$ cat src/rtl/p405s_icu_fill_seq.sv
// I-cache line-fill sequencer: captures a miss address, requests the line from the PLB,
// and steers critical-word-first wrapped beats into the array, forwarding the critical word.
module p405s_icu_fill_seq #(
   parameter int WORDS_PER_LINE = 8,
   parameter int IDX_W          = 3
) (
   input  logic             CB,
   input  logic             resetN,
   input  logic             missReq,
   input  logic [0:31]      missAddr,
   output logic             missAck,
   output logic             plbReq,
   output logic [0:31]      plbAddr,
   input  logic             plbAddrAck,
   input  logic             plbRdDAck,
   input  logic [0:31]      plbRdData,
   input  logic             plbRdErr,
   input  logic             abort,
   output logic             arrWrEn,
   output logic [0:IDX_W-1] arrWrIdx,
   output logic [0:31]      arrWrData,
   output logic             critValid,
   output logic [0:31]      critData,
   output logic             fillBusy,
   output logic             fillDone,
   output logic             fillErr
);

   typedef enum logic [1:0] {IDLE, REQ, DATA} state_t;

   state_t           state, state_nxt;
   logic [IDX_W-1:0] beat_cnt;
   logic             abort_flag;
   logic             err_flag;

   logic             beat_v;
   logic             last_beat;
   logic             abort_eff;
   logic             err_eff;
   logic             wr_ok;
   logic [IDX_W-1:0] crit_idx;
   logic [IDX_W-1:0] wr_idx;
   logic             unused_addr_lsb;

   // Byte offset within the word is dropped when the fill address is captured.
   assign unused_addr_lsb = ^missAddr[30:31];

   assign crit_idx  = plbAddr[30-IDX_W:29];
   assign wr_idx    = crit_idx + beat_cnt;
   assign beat_v    = (state == DATA) && plbRdDAck;
   assign last_beat = beat_v && (beat_cnt == IDX_W'(WORDS_PER_LINE - 1));
   // A same-cycle abort or error already suppresses the beat it arrives with.
   assign abort_eff = abort_flag || abort;
   assign err_eff   = err_flag || (plbRdDAck && plbRdErr);
   assign wr_ok     = beat_v && !abort_eff && !err_eff;

   always_ff @(posedge CB or negedge resetN) begin
      if (!resetN) state <= IDLE;
      else         state <= state_nxt;
   end

   always_comb begin
      state_nxt = state;
      case (state)
         IDLE:    if (missReq) state_nxt = REQ;
         REQ: begin
            if (plbAddrAck)  state_nxt = DATA;
            else if (abort)  state_nxt = IDLE;
         end
         DATA:    if (last_beat) state_nxt = IDLE;
         default: state_nxt = IDLE;
      endcase
   end

   always_comb begin
      missAck  = missReq && (state == IDLE);
      fillBusy = (state != IDLE);
      critData = arrWrData;
   end

   always_ff @(posedge CB or negedge resetN) begin
      if (!resetN) begin
         plbReq     <= 1'b0;
         plbAddr    <= '0;
         beat_cnt   <= '0;
         abort_flag <= 1'b0;
         err_flag   <= 1'b0;
         arrWrEn    <= 1'b0;
         arrWrIdx   <= '0;
         arrWrData  <= '0;
         critValid  <= 1'b0;
         fillDone   <= 1'b0;
         fillErr    <= 1'b0;
      end else begin
         plbReq    <= (state_nxt == REQ);
         arrWrEn   <= wr_ok;
         critValid <= wr_ok && (beat_cnt == '0);
         fillDone  <= last_beat && !abort_eff && !err_eff;
         fillErr   <= last_beat && err_eff && !abort_eff;

         if (missAck) plbAddr <= {missAddr[0:29], 2'b00};

         if (wr_ok) begin
            arrWrIdx  <= wr_idx;
            arrWrData <= plbRdData;
         end

         if (state != DATA)  beat_cnt <= '0;
         else if (beat_v)    beat_cnt <= beat_cnt + 1'b1;

         // Once the bus has accepted, an abort only masks writes and the completion pulse.
         if (state == REQ) begin
            abort_flag <= abort && plbAddrAck;
            err_flag   <= 1'b0;
         end else if (state == DATA) begin
            if (last_beat) begin
               abort_flag <= 1'b0;
               err_flag   <= 1'b0;
            end else begin
               if (abort)               abort_flag <= 1'b1;
               if (beat_v && plbRdErr)  err_flag   <= 1'b1;
            end
         end else begin
            abort_flag <= 1'b0;
            err_flag   <= 1'b0;
         end
      end
   end

endmodule
$ cat config.mk
export PLATFORM = sky130hd
export DESIGN_NAME = p405s_icu_fill_seq
export DESIGN_NICKNAME = d
export VERILOG_FILES = /design/src/rtl/p405s_icu_fill_seq.sv
export SDC_FILE = /design/constraint.sdc
export NUM_CORES = 1
export LEC_CHECK = 0
export ABC_AREA = 1
export CAP_MARGIN = 20
export CELL_PAD_IN_SITES_DETAIL_PLACEMENT = 1
export CELL_PAD_IN_SITES_GLOBAL_PLACEMENT = 1
export CORE_MARGIN = 3
export CORE_UTILIZATION = 30
export CTS_CLUSTER_DIAMETER = 40
export CTS_CLUSTER_SIZE = 12
export DETAILED_ROUTE_END_ITERATION = 6
export GPL_ROUTABILITY_DRIVEN = 0
export PLACE_DENSITY_LB_ADDON = 0.1
export SETUP_SLACK_MARGIN = 0.2
export SLEW_MARGIN = 20
export SYNTH_ARGS = -nofsm -noshare
export SYNTH_HDL_FRONTEND = slang
export SYNTH_SLANG_ARGS = --single-unit
$ cat constraint.sdc
create_clock -name CB -period 2.6 [get_ports CB]
set_clock_uncertainty 0.05 [all_clocks]
set_input_delay 0.39 -clock CB [delete_from_list [all_inputs] [get_ports CB]]
set_output_delay 0.39 -clock CB [all_outputs]
set_load 0.005 [all_outputs]
==> impl_metrics.yaml, run 1 <==
run:
  max_cap_violations: 0
detailed_routing:
  final_antenna_net_count: 0
  remaining_drc_errors: 0
  wire_per_inst_um: 14.3
  wirelength_um: 9530
  num_vias: 2931
  drt-vias-per-instance: 4.40
  firstDrtPassIters: 3
  first_iter_violations: 105
power_and_ir_drop:
  seqPwrFrac_pct: 34.1
  clockPowerShare_pct: 25.7
  netSwitchingFraction_pct: 28.6
  ir_worst_vdd_uv: 483
  power.switching_mw: 1.70
  p_per_area_mw_per_mm2: 1110
  p_int_mw: 4.24
  combPwrFrac_pct: 40.3
  leakagePower_nw: 2.59
sta:
  hold_slack_ps: 429
  fmax_mhz: 484
  finalSetupViolCount: 0
  final_hold_viol_count: 0
  slew_viol_final: 0
  period_minus_slack_ps: 2070
  fin_tns_setup_ps: 0
  rsz0062_at_grt: "no"
  fin_crit_sh_pct: 79.5
worst_setup_path:
  path_max_fanout: 4
  worstPathRequired_ps: 2160
  critical_path.startpoint_type: "flop"
  worstSetupEndpointType: "primary output"
  crit_type: "flop to primary output"
  cp.arrival_ps: 1630
clocking:
  cts_tree: "built"
  numClockSinks: 77
  cts_buffer_depth: 2
  clk_latency_ps: 320
  htree_levels: 3
  clockRootBuffer: "clkbuf_16"
  cts-buffers-inserted: 9
  clkTransAtPathRegs_ps: 60
floorplanning:
  io_pins: 177
  dieWidth_um: 112
  start_util_pct: 30.9
  die_y_um: 112
  die_area_mm2: 0.0126
  num_rows: 38
  core-area_mm2: 0.0109
grt:
  grt_pass1_wl_um: 16000
  grt_pass1_vias: 3311
  grt_util_all_layers_pct: 15.8
  grt.overflow.total: 0
  grt_start_max_net_pins: 47
  grt_antenna_before_repair: 0
status:
  outcome: "finished, final reports clean"
layout:
  diodes: 0
  final_layout_size_suffix_gt1_share_pct: 5.70
  final_core_util_pct: 49.0
  stdcell_count: 666
  fin_nets: 598
  syn_to_final_growth_pct: 58.4
placed_design:
  dp_hpwl_um: 6990
  portBuffers: 172
  dp.cells: 650
synthesis:
  synth_area_mm2: 0.00338
  yosys_register_bits: 77
  yosysSeqAreaShare_pct: 57.0
  ys_types: 22
  syn_area_per_cell_um2: 8.90
  ys_warn_count: 0
  syn_inst: 380
hold_path:
  min_path_type: "flop to flop"
==> cells in the final DEF (no fill, tap or decap) <==
cell type        netlist  final
nor3_1                 1      1
inv_2                  3      3
nand2_1              173    173
inv_1                 13     13
fa_1                   1      1
conb_1                 1      2
dfrtp_1               77     77
dlygate4sd3_1          0      1
buf_12                 0      1
nand3b_1               1      1
nand3_1               36     36
nand2_4                1      1
clkbuf_16              0      9
nand3_2                1      1
ha_1                   4      4
clkbuf_8               0      1
buf_4                 41      7
o21ai_1                1      1
o21ai_0                6      6
clkdlybuf4s50_1        0    171
nor2_2                 1      1
nor2_1                 8      8
a21oi_4                0      1
nor2_4                 1      1
clkbuf_1               3      1
bufinv_16              0      4
==> power groups by stage <==
stage               clock network, mW  registers [mW]  logic, mW
floorplan                           0            2.05      0.978
global placement                    0            2.02       2.39
detailed placement                  0            2.04       2.44
CTS                              1.57            2.03       2.46
global route                     1.62            2.11       2.65
finish                           1.52            2.02       2.39
==> per-layer routing <==
layer	GRT usage (%)	up-vias	wire, um
met5	0	-	0
met4	5.77	0	133
met3	5.01	10	783
met2	27.1	112	4460
met1	18.8	1390	4150
li1	-	1419	-
==> stage by stage <==
| step | instance area (um^2) | setup WS [ps] | power (mW) |
|---|---|---|---|
| global placement | 4990 | 597 | 4.41 |
| finish | 5360 | 533 | 5.94 |
| global route | 5360 | 424 | 6.38 |
| detailed placement | 4990 | 557 | 4.49 |
| floorplan | 3390 | 1250 | 3.03 |
| CTS | 5360 | 504 | 6.06 |
==> state kept, by name, summed over array words and instances, names as in the netlist <==
name	flops
arrWrData	32
err_flag	1
fillErr	1
plbAddr	30
fillDone	1
arrWrEn	1
abort_flag	1
plbReq	1
arrWrIdx	3
state	2
critValid	1
beat_cnt	3
==> worst paths after layout <==
kind / startpoint / end / slack [ps] / depth (start not counted)
max in group asynchronous: resetN / arrWrData[8] / 1390 / 3
min in group asynchronous: resetN / arrWrData[30] / 500 / 2
setup / recovery: state[1] / missAck / 530 / 4
setup reg to reg: state[1] / plbAddr[28] / 1170 / 5
hold reg to reg: arrWrIdx[0] / arrWrIdx[0] / 430 / 2
hold / removal: arrWrIdx[0] / arrWrIdx[0] / 430 / 2
==> layout make-up <==
type | instances | area (um^2)
Fill cell | 1280 | 5580
Sequential cell | 77 | 1930
Timing Repair Buffer | 180 | 1790
Multi-Input combinational cell | 238 | 1040
Clock buffer | 11 | 243
Tap cell | 140 | 175
Clock inverter | 4 | 120
Inverter | 16 | 60.1
==> repair_timing <==
item                                   CTS  global route
endpoints found under the hold margin   31             0
gates resized for setup                  0             0
buffers inserted                         0             0
hold buffers                             1             0
==> cells by family (layout without fill, tap and decap cells) <==
family | after synthesis | after routing | synth area share (%)
AND/OR/NAND/NOR | 223 | 223 | 26.9
flip-flops | 77 | 77 | 57.0
buffers and inverters | 66 | 211 | 12.6
AO/OA/AOI/OAI | 8 | 8 | 1.29
adder cells (fa/ha/maj) | 5 | 5 | 2.07
other | 1 | 2 | 0.111
==> cells in the mapped netlist, drive strengths merged <==
library cell	instances	area share [%]
clkbuf	3	0.33
nor2	10	1.4
nand3b	1	0.22
buf	47	11
ha	4	1.5
inv	16	1.8
a21oi	1	0.26
o21ai	7	1.0
nor3	1	0.15
dfrtp	77	57
fa	1	0.59
conb	1	0.11
nand3	37	5.6
nand2	174	20
==> critical path: stages (launching register included) <==
cell             delay [ps]
dfrtp_1                 410
nor2_1                  220
nand2_1                 120
inv_2                    70
clkdlybuf4s50_1         490
No activity file was read; power rests on OpenSTA's default activity.
==> run 2, diff against run 1 <==
--- a/config.mk
+++ b/config.mk
@@ -10,7 +10,7 @@
 export CELL_PAD_IN_SITES_DETAIL_PLACEMENT = 1
 export CELL_PAD_IN_SITES_GLOBAL_PLACEMENT = 1
 export CORE_MARGIN = 3
-export CORE_UTILIZATION = 30
+export CORE_UTILIZATION = 28
 export CTS_CLUSTER_DIAMETER = 40
 export CTS_CLUSTER_SIZE = 12
 export DETAILED_ROUTE_END_ITERATION = 6
==> constraint.sdc (replaced) <==
create_clock -name CB -period 2.1 [get_ports CB]
set_clock_uncertainty 0.05 [all_clocks]
set_input_delay 0.315 -clock CB [delete_from_list [all_inputs] [get_ports CB]]
set_output_delay 0.315 -clock CB [all_outputs]
set_load 0.005 [all_outputs]
==> impl_metrics.yaml, run 2 (synthesis results as in run 1) <==
sta:
  fin_crit_sh_pct: 83.4
  max_slew_margin_pct: 63.3
  period_minus_slack_ps: 1750
  rsz0062_at_grt: "no"
  fmax_mhz: 571
  slew_viol_final: 0
  hold_slack_ps: 423
  fin_tns_setup_ps: 0
  final_hold_viol_count: 0
  worstMarginPinSlew_ps: 551
  finalSetupViolCount: 0
worst_setup_path:
  cp_slowest_cell: "clkdlybuf4s50_1"
  crit_buf_inv: 2
  critical_path.startpoint_type: "flop"
  critical-path-top-delay-family: "buffers and inverters"
  cp.arrival_ps: 1390
  slowest_delay_ps: 440
  worstSetupEndpointType: "primary output"
  path_max_fanout: 3
  crit_type: "flop to primary output"
  worstPathRequired_ps: 1740
  critical_path.cell_chain: "nor2_2, inv_1, clkdlybuf4s50_1"
placed_design:
  placed_cell_area_mm2: 0.00500
  portBuffers: 172
  dp_hpwl_um: 7240
power_and_ir_drop:
  leakagePower_nw: 2.58
  fin_total_pwr_mw: 7.15
  clockPowerShare_pct: 23.6
  p_int_mw: 5.04
  power.switching_mw: 2.11
  netSwitchingFraction_pct: 29.5
  seqPwrFrac_pct: 35.1
  combPwrFrac_pct: 41.2
  ir_worst_vdd_uv: 547
  p_per_area_mw_per_mm2: 1340
grt:
  grt_pass1_wl_um: 15700
  grt_start_max_net_pins: 42
  use_met3_pct: 5.22
  met1_usage_pct: 18.8
  grt.overflow.total: 0
  grt_util_all_layers_pct: 15.0
  met2_usage_pct: 23.6
  top_usage_layer: "met2"
  grt_pass1_vias: 3031
  grt_antenna_before_repair: 0
clocking:
  clk_latency_ps: 330
  cts-buffers-inserted: 9
  clkTransAtPathRegs_ps: 60
  numClockSinks: 77
  postCtsSetupBuffers: 0
  clockRootBuffer: "clkbuf_16"
  cts_buffer_depth: 2
  cts_tree: "built"
  htree_levels: 3
detailed_routing:
  drt-vias-per-instance: 4.35
  num_vias: 2922
  first_iter_violations: 170
  remaining_drc_errors: 0
  wirelength_um: 9710
  firstDrtPassIters: 6
  final_antenna_net_count: 0
  wire_per_inst_um: 14.5
layout:
  layout_common_cells: "nand2_1, clkdlybuf4s50_1, dfrtp_1"
  fin_nets: 599
  syn_to_final_growth_pct: 57.7
  final_layout_size_suffix_gt1_share_pct: 6.25
  layout_commonest_cell: "nand2_1"
  largest_register_ffs: 32
  diodes: 0
  top_register: "arrWrData"
  fill_cells: 1363
  design_area_mm2: 0.00534
  top_regs: "arrWrData: 32 flops, plbAddr: 30 flops"
floorplanning:
  dieWidth_um: 116
  die_y_um: 116
  io_pins: 177
  start_util_pct: 29.1
  core-area_mm2: 0.0116
  die_area_mm2: 0.0134
  num_rows: 39
status:
  outcome: "finished, final reports clean"
run:
  max_cap_violations: 0
hold_path:
  min_path_type: "flop to flop"
-- run 2: cell count changes in the layout (fill, tap and decap cells not counted) --
| cell | delta |
|---|---|
| dlygate4sd2_1 | +1 |
| clkbuf_8 | +1 |
| nor2_1 | -1 |
| buf_4 | +1 |
| nor2_2 | +1 |
| clkinv_2 | +2 |
| bufinv_16 | -2 |
| clkdlybuf4s50_1 | -1 |
-- run 2: layout make-up --
class	instances	area (um^2)	area share (%)
Sequential cell	77	1930	36.1
Timing Repair Buffer	181	1800	33.7
Multi-Input combinational cell	238	1040	19.5
Clock buffer	12	256	4.81
Tap cell	143	179	3.35
Clock inverter	4	70.1	1.31
Inverter	16	60.1	1.13
-- run 2: routing by layer --
layer / vias to the layer above / share of wire (%) / wire length (um)
li1: 1422 / - / -
met1: 1377 / 43 / 4200
met2: 112 / 46 / 4480
met3: 11 / 8.9 / 862
met4: 0 / 1.7 / 165
met5: - / 0 / 0
-- run 2: final timing paths --
| kind | from | end | slack [ps] | cells after the start |
|---|---|---|---|---|
| setup / recovery | state[0] | fillBusy | 350 | 3 |
| hold / removal | arrWrIdx[1] | arrWrIdx[1] | 420 | 2 |
| setup reg to reg | state[0] | arrWrData[27] | 680 | 6 |
| hold reg to reg | arrWrIdx[1] | arrWrIdx[1] | 420 | 2 |
| max in group asynchronous | resetN | plbAddr[26] | 930 | 3 |
| min in group asynchronous | resetN | arrWrData[3] | 460 | 2 |
-- run 2: what timing repair did --
action | CTS | global route
endpoints found under the hold margin | 40 | 0
gates resized for setup | 2 | 0
hold buffers | 1 | 0
setup endpoints to repair | 1 | 0
-- run 2: worst reg2reg max path: stages, from the launching register on --
cell and delay, ps:
dfrtp_1 410, inv_1 90, nand3_2 100, nor2_4 140, nand2_4 250, nand2_1 190
nand2_1 70
-- run 2: stage by stage --
stage / instances / utilization (%) / setup WS, ps
6_report: 671 / 45.9 / 348
5_1_grt: 671 / 45.9 / 273
4_1_cts: 671 / 45.9 / 310
3_5_place_dp: 654 / 43.0 / 181
3_3_place_gp: 654 / 43.0 / 234
2_1_floorplan: 381 / - / 754
-- run 2: power by group through the flow --
stage | Clock [mW] | Sequential (mW) | Combinational [mW]
5_1_grt | 1.82 | 2.61 | 3.31
3_5_place_dp | 0 | 2.54 | 3.03
3_3_place_gp | 0 | 2.50 | 2.98
2_1_floorplan | 0 | 2.53 | 1.21
4_1_cts | 1.75 | 2.53 | 3.04
6_report | 1.69 | 2.51 | 2.95
